### config.mk
export PLATFORM = sky130hd
export DESIGN_NAME = game_key_ctrl_flat
export DESIGN_NICKNAME = d
export VERILOG_FILES = /design/src/rtl/game_key_ctrl_if.sv /design/src/rtl/game_key_ctrl.sv /design/src/flat_wrapper.sv
export SDC_FILE = /design/constraint.sdc
export NUM_CORES = 1
export LEC_CHECK = 0
export ABC_AREA = 1
export CAP_MARGIN = 20
export CORE_ASPECT_RATIO = 1.25
export CORE_UTILIZATION = 60
export DETAILED_ROUTE_END_ITERATION = 8
export GPL_ROUTABILITY_DRIVEN = 0
export PLACE_DENSITY = 0.81
export SYNTH_ARGS = -nofsm -noshare
export SYNTH_HDL_FRONTEND = slang
export SYNTH_SLANG_ARGS = --single-unit
### constraint.sdc
create_clock -name clk -period 6.2 [get_ports clk]
set_input_delay 1.86 -clock clk [delete_from_list [all_inputs] [get_ports clk]]
set_output_delay 1.86 -clock clk [all_outputs]
set_load 0.005 [all_outputs]
### src/rtl/game_key_ctrl_if.sv
// Key-scanner-to-game-controller bus: press/frame/miss pulses in, paddle and game status out.
interface game_key_ctrl_if;
  logic [3:0] key_pulse;
  logic       frame_tick;
  logic       ball_miss;
  logic [9:0] paddle_x;
  logic [1:0] game_state;
  logic       run_en;
  logic [1:0] lives;

  modport master (
    output key_pulse, frame_tick, ball_miss,
    input  paddle_x, game_state, run_en, lives
  );

  modport slave (
    input  key_pulse, frame_tick, ball_miss,
    output paddle_x, game_state, run_en, lives
  );
endinterface

### src/rtl/game_key_ctrl.sv
// Game-mode FSM, lives counter and per-frame paddle glide driven by key-press pulses.
// Optional macro PADDLE_ACCEL_EN: a repeated same-direction press within ACCEL_WIN frames steps 2*STEP.
module game_key_ctrl #(
  parameter int H_ACTIVE  = 640,
  parameter int PADDLE_W  = 80,
  parameter int STEP      = 16,
  parameter int GLIDE     = 4,
  parameter int LIVES     = 3,
  parameter int ACCEL_WIN = 15
) (
  input  logic           clk,
  input  logic           rst_n,
  game_key_ctrl_if.slave bus
);

  localparam logic [9:0]        X_MAX   = 10'(H_ACTIVE - PADDLE_W);
  localparam logic [9:0]        X_MID   = 10'((H_ACTIVE - PADDLE_W) / 2);
  localparam logic signed [10:0] STEP_S  = 11'(STEP);
  localparam logic signed [10:0] GLIDE_S = 11'(GLIDE);

  typedef enum logic [1:0] {
    S_IDLE  = 2'd0,
    S_PLAY  = 2'd1,
    S_PAUSE = 2'd2,
    S_OVER  = 2'd3
  } state_e;

  state_e              state_r, state_nxt_s;
  logic [1:0]          lives_r, lives_nxt_s;
  logic [9:0]          target_r, target_nxt_s;
  logic [9:0]          paddle_r, paddle_nxt_s;
  logic                run_en_r;
  logic                left_s, right_s, start_s, restart_s;
  logic                press_ok_s, go_left_s, go_right_s;
  logic signed [10:0]  step_s, sum_s, diff_s;

  assign left_s    = bus.key_pulse[0];
  assign right_s   = bus.key_pulse[1];
  assign start_s   = bus.key_pulse[2];
  assign restart_s = bus.key_pulse[3];

  // Presses only count in PLAY when no higher-priority event is present this cycle.
  assign press_ok_s = (state_r == S_PLAY) && !restart_s && !start_s && !bus.ball_miss;
  assign go_left_s  = press_ok_s && left_s && !right_s;
  assign go_right_s = press_ok_s && right_s && !left_s;

`ifdef PADDLE_ACCEL_EN
  localparam int CW = $clog2(ACCEL_WIN + 1);
  logic [CW-1:0] accel_cnt_r;
  logic          chain_r;
  logic          last_right_r;

  // Doubled step when repeating the previous direction inside the window.
  always_comb begin
    step_s = STEP_S;
    if (chain_r && (accel_cnt_r < CW'(ACCEL_WIN)) && (last_right_r == go_right_s)) begin
      step_s = STEP_S + STEP_S;
    end else begin
      step_s = STEP_S;
    end
  end

  // Frame counter and last-direction memory for press acceleration.
  always_ff @(posedge clk or negedge rst_n) begin
    if (!rst_n) begin
      accel_cnt_r  <= '0;
      chain_r      <= 1'b0;
      last_right_r <= 1'b0;
    end else if (restart_s || (state_nxt_s != S_PLAY)) begin
      accel_cnt_r  <= '0;
      chain_r      <= 1'b0;
      last_right_r <= 1'b0;
    end else if (go_left_s || go_right_s) begin
      accel_cnt_r  <= '0;
      chain_r      <= 1'b1;
      last_right_r <= go_right_s;
    end else if (bus.frame_tick && (accel_cnt_r < CW'(ACCEL_WIN))) begin
      accel_cnt_r  <= accel_cnt_r + CW'(1);
    end
  end
`else
  assign step_s = STEP_S;
`endif

  // Game-mode transitions and lives bookkeeping in priority order.
  always_comb begin
    state_nxt_s = state_r;
    lives_nxt_s = lives_r;
    if (restart_s) begin
      state_nxt_s = S_IDLE;
      lives_nxt_s = 2'(LIVES);
    end else if (start_s) begin
      case (state_r)
        S_IDLE:  state_nxt_s = S_PLAY;
        S_PLAY:  state_nxt_s = S_PAUSE;
        S_PAUSE: state_nxt_s = S_PLAY;
        S_OVER:  state_nxt_s = S_IDLE;
        default: state_nxt_s = S_IDLE;
      endcase
    end else if (bus.ball_miss && (state_r == S_PLAY)) begin
      if (lives_r <= 2'd1) begin
        state_nxt_s = S_OVER;
        lives_nxt_s = 2'd0;
      end else begin
        lives_nxt_s = lives_r - 2'd1;
      end
    end else begin
      state_nxt_s = state_r;
    end
  end

  // Clamped target update and glide of paddle_x toward the previous target.
  always_comb begin
    target_nxt_s = target_r;
    paddle_nxt_s = paddle_r;
    sum_s  = go_left_s ? ($signed({1'b0, target_r}) - step_s)
                       : ($signed({1'b0, target_r}) + step_s);
    diff_s = $signed({1'b0, target_r}) - $signed({1'b0, paddle_r});
    if (restart_s) begin
      target_nxt_s = X_MID;
    end else if (go_left_s) begin
      target_nxt_s = (sum_s < 11'sd0) ? 10'd0 : sum_s[9:0];
    end else if (go_right_s) begin
      target_nxt_s = (sum_s > $signed({1'b0, X_MAX})) ? X_MAX : sum_s[9:0];
    end else begin
      target_nxt_s = target_r;
    end
    if (restart_s) begin
      paddle_nxt_s = X_MID;
    end else if (bus.frame_tick && (state_r == S_PLAY)) begin
      if (diff_s > GLIDE_S) begin
        paddle_nxt_s = paddle_r + 10'(GLIDE);
      end else if (diff_s < -GLIDE_S) begin
        paddle_nxt_s = paddle_r - 10'(GLIDE);
      end else begin
        paddle_nxt_s = target_r;
      end
    end else begin
      paddle_nxt_s = paddle_r;
    end
  end

  // State, lives, target, paddle and run_en registers.
  always_ff @(posedge clk or negedge rst_n) begin
    if (!rst_n) begin
      state_r  <= S_IDLE;
      lives_r  <= 2'(LIVES);
      target_r <= X_MID;
      paddle_r <= X_MID;
      run_en_r <= 1'b0;
    end else begin
      state_r  <= state_nxt_s;
      lives_r  <= lives_nxt_s;
      target_r <= target_nxt_s;
      paddle_r <= paddle_nxt_s;
      run_en_r <= (state_nxt_s == S_PLAY);
    end
  end

  assign bus.paddle_x   = paddle_r;
  assign bus.game_state = state_r;
  assign bus.run_en     = run_en_r;
  assign bus.lives      = lives_r;

endmodule

### src/flat_wrapper.sv
// flat-port wrapper written by rule: the top's interface ports become plain ports
module game_key_ctrl_flat 
#(
  parameter int H_ACTIVE  = 640,
  parameter int PADDLE_W  = 80,
  parameter int STEP      = 16,
  parameter int GLIDE     = 4,
  parameter int LIVES     = 3,
  parameter int ACCEL_WIN = 15
)
  (clk, rst_n, bus_key_pulse, bus_frame_tick, bus_ball_miss, bus_paddle_x, bus_game_state, bus_run_en, bus_lives);
  game_key_ctrl_if bus_i ();
  input  logic clk;
  input  logic rst_n;
  input wire logic [$bits(bus_i.key_pulse)-1:0] bus_key_pulse;
  input wire logic [$bits(bus_i.frame_tick)-1:0] bus_frame_tick;
  input wire logic [$bits(bus_i.ball_miss)-1:0] bus_ball_miss;
  output wire logic [$bits(bus_i.paddle_x)-1:0] bus_paddle_x;
  output wire logic [$bits(bus_i.game_state)-1:0] bus_game_state;
  output wire logic [$bits(bus_i.run_en)-1:0] bus_run_en;
  output wire logic [$bits(bus_i.lives)-1:0] bus_lives;
  assign bus_i.key_pulse = bus_key_pulse;
  assign bus_i.frame_tick = bus_frame_tick;
  assign bus_i.ball_miss = bus_ball_miss;
  assign bus_paddle_x = bus_i.paddle_x;
  assign bus_game_state = bus_i.game_state;
  assign bus_run_en = bus_i.run_en;
  assign bus_lives = bus_i.lives;
  game_key_ctrl #(.H_ACTIVE(H_ACTIVE), .PADDLE_W(PADDLE_W), .STEP(STEP), .GLIDE(GLIDE), .LIVES(LIVES), .ACCEL_WIN(ACCEL_WIN)) u_core (.clk(clk), .rst_n(rst_n), .bus(bus_i));
endmodule
## Word level (Yosys, flattened, before mapping)

Cells that the tools add are included.
W data, S select, Z words.

| storage, ports and cells | value |
|---|---|
| word-level logic and storage cells | 60 |
| register bits | 25 |
| output and inout bits | 15 |
| input bits | 8 |

| cells by class | value |
|---|---|
| muxes and demuxes | 19 |
| equality and inequality tests | 5 |
| reduce and logical (&&, ||, !) cells | 20 |
| add/sub/neg operators | 6 |
| $lt $le $gt $ge | 5 |

Operator list:

| cell | number |
|---|---|
| $mux W10 | 9 |
| $mux W2 | 8 |
| $add A10 B5 Y11 const B | 1 |
| $gt A11 B11 Y1 const B | 1 |
| $gt A11 B4 Y1 const B | 1 |
| $lt A11 B1 Y1 const B | 1 |
| $lt A11 B3 Y1 const B | 1 |
| $mux W11 | 1 |
| $sub A10 B10 Y11 | 1 |
| $sub A10 B5 Y11 const B | 1 |
| $add A10 B3 Y10 const B | 1 |
| $sub A10 B3 Y10 const B | 1 |
| $logic_and A1 B1 Y1 | 9 |
| $pmux W2 S3 | 1 |
| $logic_not A1 Y1 | 5 |
| $eq A2 B1 Y1 const B | 2 |
| $eq A2 B2 Y1 const B | 2 |
| $reduce_bool A2 Y1 | 2 |
| $reduce_bool A3 Y1 | 1 |
| $le A2 B1 Y1 const B | 1 |
| $logic_not A2 Y1 | 1 |
| $ne A2 B1 Y1 const B | 1 |
| $reduce_and A2 Y1 | 1 |
| $reduce_or A2 Y1 | 1 |
| $sub A2 B1 Y2 const B | 1 |

## Depth between registers and ports, before layout

Gate-level depths: netlist of the first run.

| logic depth | value |
|---|---|
| depth in word-level cells | 12 |
| gate-level depth with buffers | 20 |
| mapped depth without buffers | 20 |

## Worst setup path before layout of the first run

No wires, ideal clock.

| path | value |
|---|---|
| kind | input to register |
| start point | input bus_key_pulse[3] |
| end point | register u_core.target_r[3] |
| required time | 6.121 ns |
| cell stages on the path | 18 |
| path buffers | 1 |
| arrival | 3.422 ns |
| setup slack | 2.699 ns |
| setup time | 0.079 ns |
| path through | buf_2 nor2_8 nand4_1 nand2_1 inv_1 ha_1 inv_1 nand2_1 nand2_2 nand2_2 nand2_1 nand2_1 nor2_4 nand2_2 nand3_1 nand2_1 nand2_1 nand2_1 |

| between the ends | value |
|---|---|
| word-level cells in the longest chain between the ends | 12 |
| elaborated cells on any way between the ends | 17 |
| those cells by class | 2 x order compare; 6 x mux; 9 x reduce/logical |

RTL lines:

| item | RTL line | text |
|---|---|---|
| start: declaration | flat_wrapper.sv:15 | `input wire logic [$bits(bus_i.key_pulse)-1:0] bus_key_pulse;` |
| $logic_not A1 Y1 | game_key_ctrl.sv:43 | `assign press_ok_s = (state_r == S_PLAY) && !restart_s && !start_s && !bus.ball_miss;` |
| $logic_and A1 B1 Y1 (3 in series) | game_key_ctrl.sv:43 |  |
| $logic_and A1 B1 Y1 (2 in series) | game_key_ctrl.sv:44 | `assign go_left_s = press_ok_s && left_s && !right_s;` |
| $mux W11 | game_key_ctrl.sv:116 | `sum_s = go_left_s ? ($signed({1'b0, target_r}) - step_s)` |
| $gt A11 B11 Y1 | game_key_ctrl.sv:124 | `target_nxt_s = (sum_s > $signed({1'b0, X_MAX})) ? X_MAX : sum_s[9:0];` |
| $mux W10 | game_key_ctrl.sv:124 |  |
| $mux W10 | game_key_ctrl.sv:123 | `end else if (go_right_s) begin` |
| $mux W10 | game_key_ctrl.sv:121 | `end else if (go_left_s) begin` |
| $mux W10 | game_key_ctrl.sv:119 | `if (restart_s) begin` |
| end signal: assignment | game_key_ctrl.sv:154 | `target_r <= target_nxt_s;` |
| end: declaration | game_key_ctrl.sv:30 | `logic [9:0] target_r, target_nxt_s;` |

Parallel ways exist; a longest one is shown, timed or not. The select of a mux whose other input is x is not followed.
A chain may end at the register's enable or synchronous reset.

## Worst setup path after layout of the first run

Ends and elaborated chain as after synthesis.

==> results.json, run 1 <==
{
  "die_h_um": 69,
  "dr_wl_met3_um": 172,
  "coreArea_um2": 3450,
  "slew_viol_final": 0,
  "syn_area_um2": 2150,
  "clk_pin_slew_ps": 80,
  "min_path_type": "reg2reg",
  "ir_drop_mv": 0.196,
  "antenna_cells": 0,
  "ys_seq_elements": 21,
  "port_buffers": 22,
  "cts_resized": 0,
  "io_pins": 23,
  "drt_pass1_iterations": 4,
  "drive_gt1_frac": 0.103,
  "track_usage": 0.275,
  "finClkSkew_ps": 4.94,
  "cp-start-kind": "input port",
  "setup-tns-final_ps": 0,
  "clk_latency_ps": 260,
  "cp_max_fo": 9,
  "min_period_over_period": 0.641,
  "min_from": "u_core.bus.lives[1]",
  "maxCapViolCount": 0,
  "first_iter_violations": 124,
  "reg2reg_to": "u_core.bus.paddle_x[2]",
  "dp_hpwl_um": 4090,
  "start_util": 0.624,
  "timing.rr.start": "u_core.bus.paddle_x[4]",
  "cp.arrival_ps": 4170,
  "hold_viol": 0,
  "n_fill_cell": 316,
  "grt_pass1_wl_um": 8690,
  "drc": 0,
  "htree_num_levels": 1,
  "routedWlPerCell_um": 13.0,
  "postCtsSetupRepairBufs": 0,
  "met1Wirelength_um": 2050,
  "num_vias": 2186,
  "num_rows": 24,
  "cts.sinks": 21,
  "cts_made_buffers": 3,
  "syn_avg_cell_area_um2": 6.57,
  "final_cells": 390,
  "synth_cell_types": 37,
  "final_common_cell": "nand2_1",
  "area_growth_pct": 13.8,
  "total_power_w": 0.000500,
  "finalSetupViolCount": 0,
  "route.met2.wl_um": 2720,
  "synth_cells": 328,
  "vias_per_cell": 5.61,
  "tritoncts": "built",
  "fmax_ghz": 0.252,
  "worst_pin_slew_ps": 932,
  "topRoutingLayerUsed": "met4",
  "status": "finished clean",
  "grt-ovfl-total": 0,
  "slowest_delay_ps": 660,
  "async_reset_ff_frac": 1.00,
  "cp_cell_sequence": "clkdlybuf4s50_1 > nor2_8 > nand4_1 > nand2_1 > inv_1 > ha_1 > inv_1 > nand2_1 > nand2_2 > nand2_2 > nand2_1 > nand2_1 > nor2_4 > nand2_2 > nand3_1 > nand2_1 > nand2_1 > nand2_1",
  "dp.cells": 386,
  "die_area_um2": 3840,
  "ys_seq_area_frac": 0.249,
  "cts_buffer_depth": 2,
  "synth_edf_count": 0,
  "grt_pass1_vias": 2069,
  "required_ps": 6400,
  "p_per_area_nw_per_um2": 204,
  "grt_max_degree": 22,
  "critPathCaptureType": "register",
  "cts-root-buf": "clkbuf_8",
  "slew_headroom": 0.377,
  "hold_path_depth": 2,
  "rrSetupSlack_ps": 3410,
  "totalWireLength_um": 5060,
  "route.antenna.remaining_nets": 0,
  "cp_common_cell": "nand2_1",
  "static-leakage-power_nw": 1.31,
  "antenna_found_initial": 0,
  "crit_slowest_cell": "clkdlybuf4s50_1",
  "finalCriticalPeriod_ps": 3970,
  "syn_nets": 348,
  "nNetsFinal": 372,
  "cts_hold_buf": 0,
  "fp.dieW_um": 55.6,
  "yosysWarningCount": 0,
  "rr_worst_depth": 14,
  "path_class": "in2reg",
  "layout_common_cells": "nand2_1 (83), inv_1 (55), nand3_1 (41), clkdlybuf4s50_1 (22), nor2_1 (20)",
  "ys.flop_type": "dfrtp_1",
  "hold_end": "u_core.bus.lives[0]",
  "rsz0062_at_grt": "false"
}
power breakdown:
| group | internal, W | total (W) | leakage, nW | switching, W |
|---|---|---|---|---|
| sequential | 0.000147 | 0.000159 | 0.262 | 0.0000116 |
| clock | 0.0000448 | 0.0000898 | 0.0255 | 0.0000450 |
| combinational | 0.0000940 | 0.000251 | 1.02 | 0.000157 |
| total | 0.000286 | 0.000500 | 1.31 | 0.000214 |
cells in the mapped netlist (2+ instances only):
cell type  instances  area [um2]
xnor2_1            3        26.3
nand3_2            3        30.0
nand4_1            8        50.1
inv_2              3        11.3
nor2_1            20        75.1
nand2_1           83         312
a21oi_1           12        60.1
nor2_4             3        33.8
o21ai_1            7        35.0
inv_1             55         206
dfrtp_1           13         325
nand3_1           41         205
o21ai_0            4        20.0
o22ai_1            3        18.8
nand2_2           11        68.8
nor3_1             5        25.0
xor2_1            15         131
ha_1              12         150
dfstp_2            8         210
a31oi_1            2        12.5
area by class of cell:
cell class,count,area [um2],share of cell area
multi-input cells,246,1380,0.564
well taps,39,48.8,0.0199
clock buffers,3,41.3,0.0168
clock inverters,1,5.00,0.00204
repair buffers,22,220,0.0898
flip-flops and latches,21,536,0.218
inverters,58,218,0.0888
cell families after synthesis:
family,Yosys count,share of synthesized area
buffers and inverters,61,0.109
XOR/XNOR,18,0.0732
flip-flops,21,0.249
AO/OA/AOI/OAI,35,0.0958
adder cells (fa/ha/maj),12,0.0697
AND/OR/NAND/NOR,181,0.404
flip-flops by register name (all words and copies together), names as in the netlist:
name,flops
u_core.bus.game_state,2
u_core.bus.lives,2
u_core.bus.paddle_x,9
u_core.bus.run_en,1
u_core.target_r,7
through the flow:
stage | worst slack [ps] | instance area (um2) | hold slack [ps] | utilization
after global routing | 1980 | 2450 | 504 | 0.710
after detailed placement | 1970 | 2410 | 471 | 0.697
after global placement | 2030 | 2410 | 468 | 0.697
after floorplan | 2700 | 2150 | 451 | -
final | 2230 | 2450 | 480 | 0.710
after CTS | 2240 | 2450 | 483 | 0.710
worst max path at each step:
stage                      from            endpoint  slack [ps]  cells past startpoint
6_report       bus_key_pulse[3]  u_core.target_r[3]        2230                     18
5_1_grt        bus_key_pulse[3]  u_core.target_r[3]        1980                     18
4_1_cts        bus_key_pulse[3]  u_core.target_r[3]        2240                     18
3_5_place_dp   bus_key_pulse[3]  u_core.target_r[3]        1970                     18
3_3_place_gp   bus_key_pulse[3]  u_core.target_r[3]        2030                     18
2_1_floorplan  bus_key_pulse[3]  u_core.target_r[3]        2700                     18
metal layers:
layer / GRT usage / up-vias
met4: 0.0972 / 0
met2: 0.523 / 44
li1: - / 1109
met3: 0.0225 / 12
met5: 0 / -
met1: 0.313 / 1021
critical path, delay by kind of cell:
kind	cells	cell delay (ps)
and+or+nand+nor	14	1380
buffers and inverters	3	760
adders and majority gates	1	170
No activity file was read; power rests on OpenSTA's default activity.
==> inputs of run 2 (changes only) <==
--- a/config.mk
+++ b/config.mk
@@ -8,10 +8,10 @@
 export ABC_AREA = 1
 export CAP_MARGIN = 20
 export CORE_ASPECT_RATIO = 1.25
-export CORE_UTILIZATION = 60
+export CORE_UTILIZATION = 57
 export DETAILED_ROUTE_END_ITERATION = 8
 export GPL_ROUTABILITY_DRIVEN = 0
-export PLACE_DENSITY = 0.81
+export PLACE_DENSITY = 0.77
 export SYNTH_ARGS = -nofsm -noshare
 export SYNTH_HDL_FRONTEND = slang
 export SYNTH_SLANG_ARGS = --single-unit
==> constraint.sdc (replaced) <==
create_clock -name clk -period 3.9 [get_ports clk]
set_input_delay 1.17 -clock clk [delete_from_list [all_inputs] [get_ports clk]]
set_output_delay 1.17 -clock clk [all_outputs]
set_load 0.005 [all_outputs]
==> run 2 against run 1 <==
  * First-iteration DRC count grew 14%
  * Non-clock buffer count is 1 higher
  * Via count fell by 1.0%
==> results.json, run 2 (synthesis results as in run 1) <==
{
  "port_buffers": 22,
  "cp.arrival_ps": 3310,
  "finClkSkew_ps": 9.55,
  "drt_pass1_iterations": 4,
  "grt_max_degree": 22,
  "p_per_area_nw_per_um2": 323,
  "dp_hpwl_um": 4140,
  "drc": 0,
  "final_common_cell": "nand2_1",
  "static-leakage-power_nw": 1.31,
  "grt_pass1_vias": 2041,
  "fp.dieW_um": 57.0,
  "path_class": "in2reg",
  "crit_slowest_cell": "clkdlybuf4s50_1",
  "io_pins": 23,
  "totalWireLength_um": 5090,
  "grt_pass1_wl_um": 8730,
  "cts_buffer_depth": 2,
  "die_h_um": 70.7,
  "slew_viol_final": 0,
  "clk_latency_ps": 260,
  "required_ps": 4070,
  "drive_gt1_frac": 0.102,
  "cts.sinks": 21,
  "postCtsSetupRepairBufs": 0,
  "dp.cells": 387,
  "setup-tns-final_ps": 0,
  "tritoncts": "built",
  "min_period_over_period": 0.806,
  "cp_common_cell": "nand2_1",
  "finalSetupViolCount": 0,
  "grt-ovfl-total": 0,
  "clk_pin_slew_ps": 80,
  "layout_common_cells": "nand2_1 (83), inv_1 (55), nand3_1 (41), clkdlybuf4s50_1 (22), nor2_1 (20)",
  "critPathCaptureType": "register",
  "coreArea_um2": 3540,
  "area_growth_pct": 14.1,
  "antenna_found_initial": 0,
  "worst_pin_slew_ps": 910,
  "min_path_type": "reg2reg",
  "track_usage": 0.275,
  "routedWlPerCell_um": 13.0,
  "num_rows": 24,
  "first_iter_violations": 141,
  "start_util": 0.608,
  "final_cells": 391,
  "status": "finished clean",
  "cp_max_fo": 8,
  "cts_resized": 0,
  "hold_viol": 0,
  "maxCapViolCount": 0,
  "rsz0062_at_grt": "false",
  "cp-start-kind": "input port",
  "cts-root-buf": "clkbuf_8",
  "slew_headroom": 0.391,
  "die_area_um2": 4030,
  "fmax_ghz": 0.318,
  "route.antenna.remaining_nets": 0,
  "cts_made_buffers": 3,
  "vias_per_cell": 5.53,
  "largest_reg_flops": 9,
  "num_vias": 2164,
  "nNetsFinal": 373,
  "n_fill_cell": 336,
  "antenna_cells": 0,
  "cts_hold_buf": 0,
  "cp_cell_sequence": "clkdlybuf4s50_1 > nor2_8 > nand3_4 > nand2_1 > nand2_1 > inv_1 > ha_1 > inv_1 > nand2_1 > nand2_2 > nand2_2 > nand2_1 > nand4_1 > nand2_1 > o31ai_1",
  "slowest_delay_ps": 540,
  "finalCriticalPeriod_ps": 3140,
  "htree_num_levels": 1,
  "ir_drop_mv": 0.189
}
==> run 2: cell count changes in the layout (fill, tap and decap cells not counted), sizes merged <==
cell	delta
clkinv	-1
buf	+1
clkbuf	+1
==> run 2: critical path, delay by kind of cell <==
family | cells | cell delay, ps
buffers and inverters | 3 | 650
AO/OA/AOI/OAI | 1 | 270
AND/OR/NAND/NOR | 10 | 1080
adder cells (fa/ha/maj) | 1 | 140
==> run 2: metrics by stage <==
| stage | hold WS [ps] | cell area (um2) | worst slack (ps) | utilization | total power [W] |
|---|---|---|---|---|---|
| after global routing | 506 | 2460 | 567 | 0.694 | 0.000862 |
| after detailed placement | 469 | 2410 | 527 | 0.681 | 0.000654 |
| after CTS | 484 | 2460 | 793 | 0.694 | 0.000795 |
| final | 481 | 2460 | 757 | 0.694 | 0.000793 |
| after global placement | 470 | 2410 | 591 | 0.681 | 0.000649 |
| after floorplan | 451 | 2150 | 1090 | - | 0.000551 |
==> run 2: layout make-up <==
type	instances	area (um2)	share of cell area
clock buffer	4	45.0	0.0183
inverter	58	218	0.0885
multi-input combinational	246	1380	0.563
sequential	21	536	0.218
tap	39	48.8	0.0198
timing repair buffer	23	228	0.0926
==> run 2: worst paths after layout <==
check | endpoint | cells after the start | slack [ps] | start
setup / recovery | u_core.target_r[8] | 15 | 760 | bus_key_pulse[3]
hold / removal | u_core.bus.lives[0] | 2 | 480 | u_core.bus.lives[1]
setup reg to reg | u_core.bus.paddle_x[0] | 14 | 1120 | u_core.bus.paddle_x[4]
hold reg to reg | u_core.bus.lives[0] | 2 | 480 | u_core.bus.lives[1]
max in group asynchronous | u_core.bus.paddle_x[2] | 1 | 1920 | rst_n
min in group asynchronous | u_core.target_r[6] | 1 | 1420 | rst_n
==> run 2: layer usage <==
layer / vias up / wire [um] / GRT usage
li1: 1114 / - / -
met1: 974 / 2120 / 0.324
met2: 62 / 2590 / 0.494
met3: 14 / 220 / 0.0311
met4: 0 / 157 / 0.127
met5: - / 0 / 0
==> run 2: where the power goes <==
group          switching [W]  internal, W  total, W
sequential         0.0000177     0.000234  0.000252
combinational       0.000250     0.000150  0.000400
clock              0.0000682    0.0000727  0.000141
total               0.000336     0.000457  0.000793
==> inputs of run 3 (changes only) <==
--- a/config.mk
+++ b/config.mk
@@ -8,10 +8,10 @@
 export ABC_AREA = 1
 export CAP_MARGIN = 20
 export CORE_ASPECT_RATIO = 1.25
-export CORE_UTILIZATION = 57
+export CORE_UTILIZATION = 52
 export DETAILED_ROUTE_END_ITERATION = 8
 export GPL_ROUTABILITY_DRIVEN = 0
-export PLACE_DENSITY = 0.77
+export PLACE_DENSITY = 0.74
 export SYNTH_ARGS = -nofsm -noshare
 export SYNTH_HDL_FRONTEND = slang
 export SYNTH_SLANG_ARGS = --single-unit
==> constraint.sdc (replaced) <==
create_clock -name clk -period 2.8 [get_ports clk]
set_input_delay 0.84 -clock clk [delete_from_list [all_inputs] [get_ports clk]]
set_output_delay 0.84 -clock clk [all_outputs]
set_load 0.005 [all_outputs]
==> run 3 against run 2 <==
  * Clock skew is 5.0 ps lower
  * First-iteration DRC count is 5.0% lower
  * Worst hold slack hardly changed
==> results.json, run 3 (synthesis results as in run 1) <==
{
  "coreArea_um2": 3880,
  "final_common_cell": "nand2_1",
  "cp-start-kind": "input port",
  "critPathTopFamily": "simple AND/OR/NAND/NOR gates",
  "cts.sinks": 21,
  "finalCriticalPeriod_ps": 2650,
  "layout_common_cells": "nand2_1 (83), inv_1 (55), nand3_1 (40), clkdlybuf4s50_1 (22), nor2_1 (20)",
  "num_vias": 2234,
  "first_iter_violations": 134,
  "finalSetupViolCount": 0,
  "maxCapViolCount": 0,
  "tritoncts": "built",
  "hold_viol": 0,
  "setup_ws_ps": 147,
  "cp_cell_sequence": "clkdlybuf4s50_1 > nor2_8 > nand4_1 > nand2_1 > inv_1 > ha_1 > inv_1 > nand2_1 > nand2_2 > nand2_2 > nand2_1 > nand4_1 > nand2_1 > o221ai_1",
  "num_rows": 25,
  "area_growth_pct": 20.7,
  "status": "finished clean",
  "drt_pass1_iterations": 4,
  "totalWireLength_um": 5320,
  "fin_util": 0.670,
  "track_usage": 0.263,
  "use_met2": 0.497,
  "postCtsSetupRepairBufs": 0,
  "htree_num_levels": 1,
  "slew_viol_final": 0,
  "clk_latency_ps": 260,
  "cts-root-buf": "clkbuf_8",
  "min_path_type": "reg2reg",
  "fp.dieW_um": 59.6,
  "ir_drop_mv": 0.247,
  "cts_resized": 0,
  "timing.rr.start": "u_core.bus.paddle_x[4]",
  "crit_buf_inv": 3,
  "slew_headroom": 0.720,
  "die_area_um2": 4410,
  "die_h_um": 74.0,
  "cp_max_fo": 4,
  "nNetsFinal": 388,
  "finClkSkew_ps": 4.56,
  "grt_pass1_vias": 2176,
  "clk_pin_slew_ps": 70,
  "grt-ovfl-total": 0,
  "path_class": "in2reg",
  "fmax_ghz": 0.377,
  "drc": 0,
  "port_buffers": 22,
  "static-leakage-power_nw": 1.39,
  "antenna_cells": 0,
  "cts_buffer_depth": 2,
  "grt_max_degree": 22,
  "p_per_area_nw_per_um2": 439,
  "required_ps": 2930,
  "design_area_um2": 2600,
  "drive_gt1_frac": 0.144,
  "antenna_found_initial": 0,
  "cts_made_buffers": 3,
  "rsz0062_at_grt": "true",
  "grtUsageMet1": 0.294,
  "cp.arrival_ps": 2780,
  "setup.worst_path.start": "bus_key_pulse[3]",
  "cp_common_cell": "nand2_1",
  "routedWlPerCell_um": 12.6,
  "largest_reg_flops": 9,
  "io_pins": 23,
  "critPathCaptureType": "register",
  "slowest_delay_ps": 520,
  "start_util": 0.555,
  "busiest_layer": "met2",
  "cts_hold_buf": 0,
  "vias_per_cell": 5.31,
  "min_from": "u_core.bus.lives[1]",
  "crit_slowest_cell": "clkdlybuf4s50_1",
  "worst_pin_slew_ps": 415,
  "dp_hpwl_um": 4310,
  "placed_cell_area_um2": 2540,
  "min_period_over_period": 0.947,
  "grt_pass1_wl_um": 8910,
  "grt_use_met3": 0.0296,
  "route.antenna.remaining_nets": 0,
  "dp_slack_ps": -99.2
}
-- run 3: layout make-up --
type,count,area [um2]
Multi-Input combinational cell,246,1390
Fill cell,374,1280
Sequential cell,21,536
Timing Repair Buffer,38,340
Inverter,58,218
Tap cell,54,67.6
Clock buffer,4,45.0
-- run 3: final timing paths --
path                                                to  slack (ps)  cells after the start
min in group asynchronous            u_core.bus.run_en         920                      2
worst max-delay path                u_core.target_r[5]         150                     14
worst max register to register  u_core.bus.paddle_x[0]         230                     13
worst min-delay path               u_core.bus.lives[0]         480                      2
worst min register to register     u_core.bus.lives[0]         480                      2
max in group asynchronous       u_core.bus.paddle_x[3]        1610                      2
-- run 3: power by group --
part	total (W)	internal (W)	leakage, nW	switching, W
Combinational	0.000594	0.000233	1.10	0.000361
Clock	0.000200	0.000101	0.0228	0.0000982
Sequential	0.000348	0.000326	0.262	0.0000221
-- run 3: metal layers --
layer  part of all wire  up-vias
met4              0.021        0
met2               0.53       40
li1                   -     1142
met5                  0        -
met1               0.42     1042
met3              0.027       10
-- run 3: per-stage QoR --
stage	TNS, ps	hold slack (ps)	instances	total power [W]
finish	0	481	421	0.00114
global route	-21.1	508	421	0.00123
CTS	0	482	421	0.00114
detailed placement	-360	473	417	0.000939
global placement	-263	473	417	0.000931
floorplan	0	451	328	0.000768
-- run 3: worst register-to-register path, cell delays in order, from the launching register on --
cell and delay (ps):
dfstp_2 550, inv_1 60, ha_1 350, a21oi_1 260, o21ai_1 120, xnor2_1 160
nor2_1 120, nand3_1 100, nor2_1 130, nand2_2 140, nand2_2 180, nand2_1 110
o21ai_1 140, inv_1 50
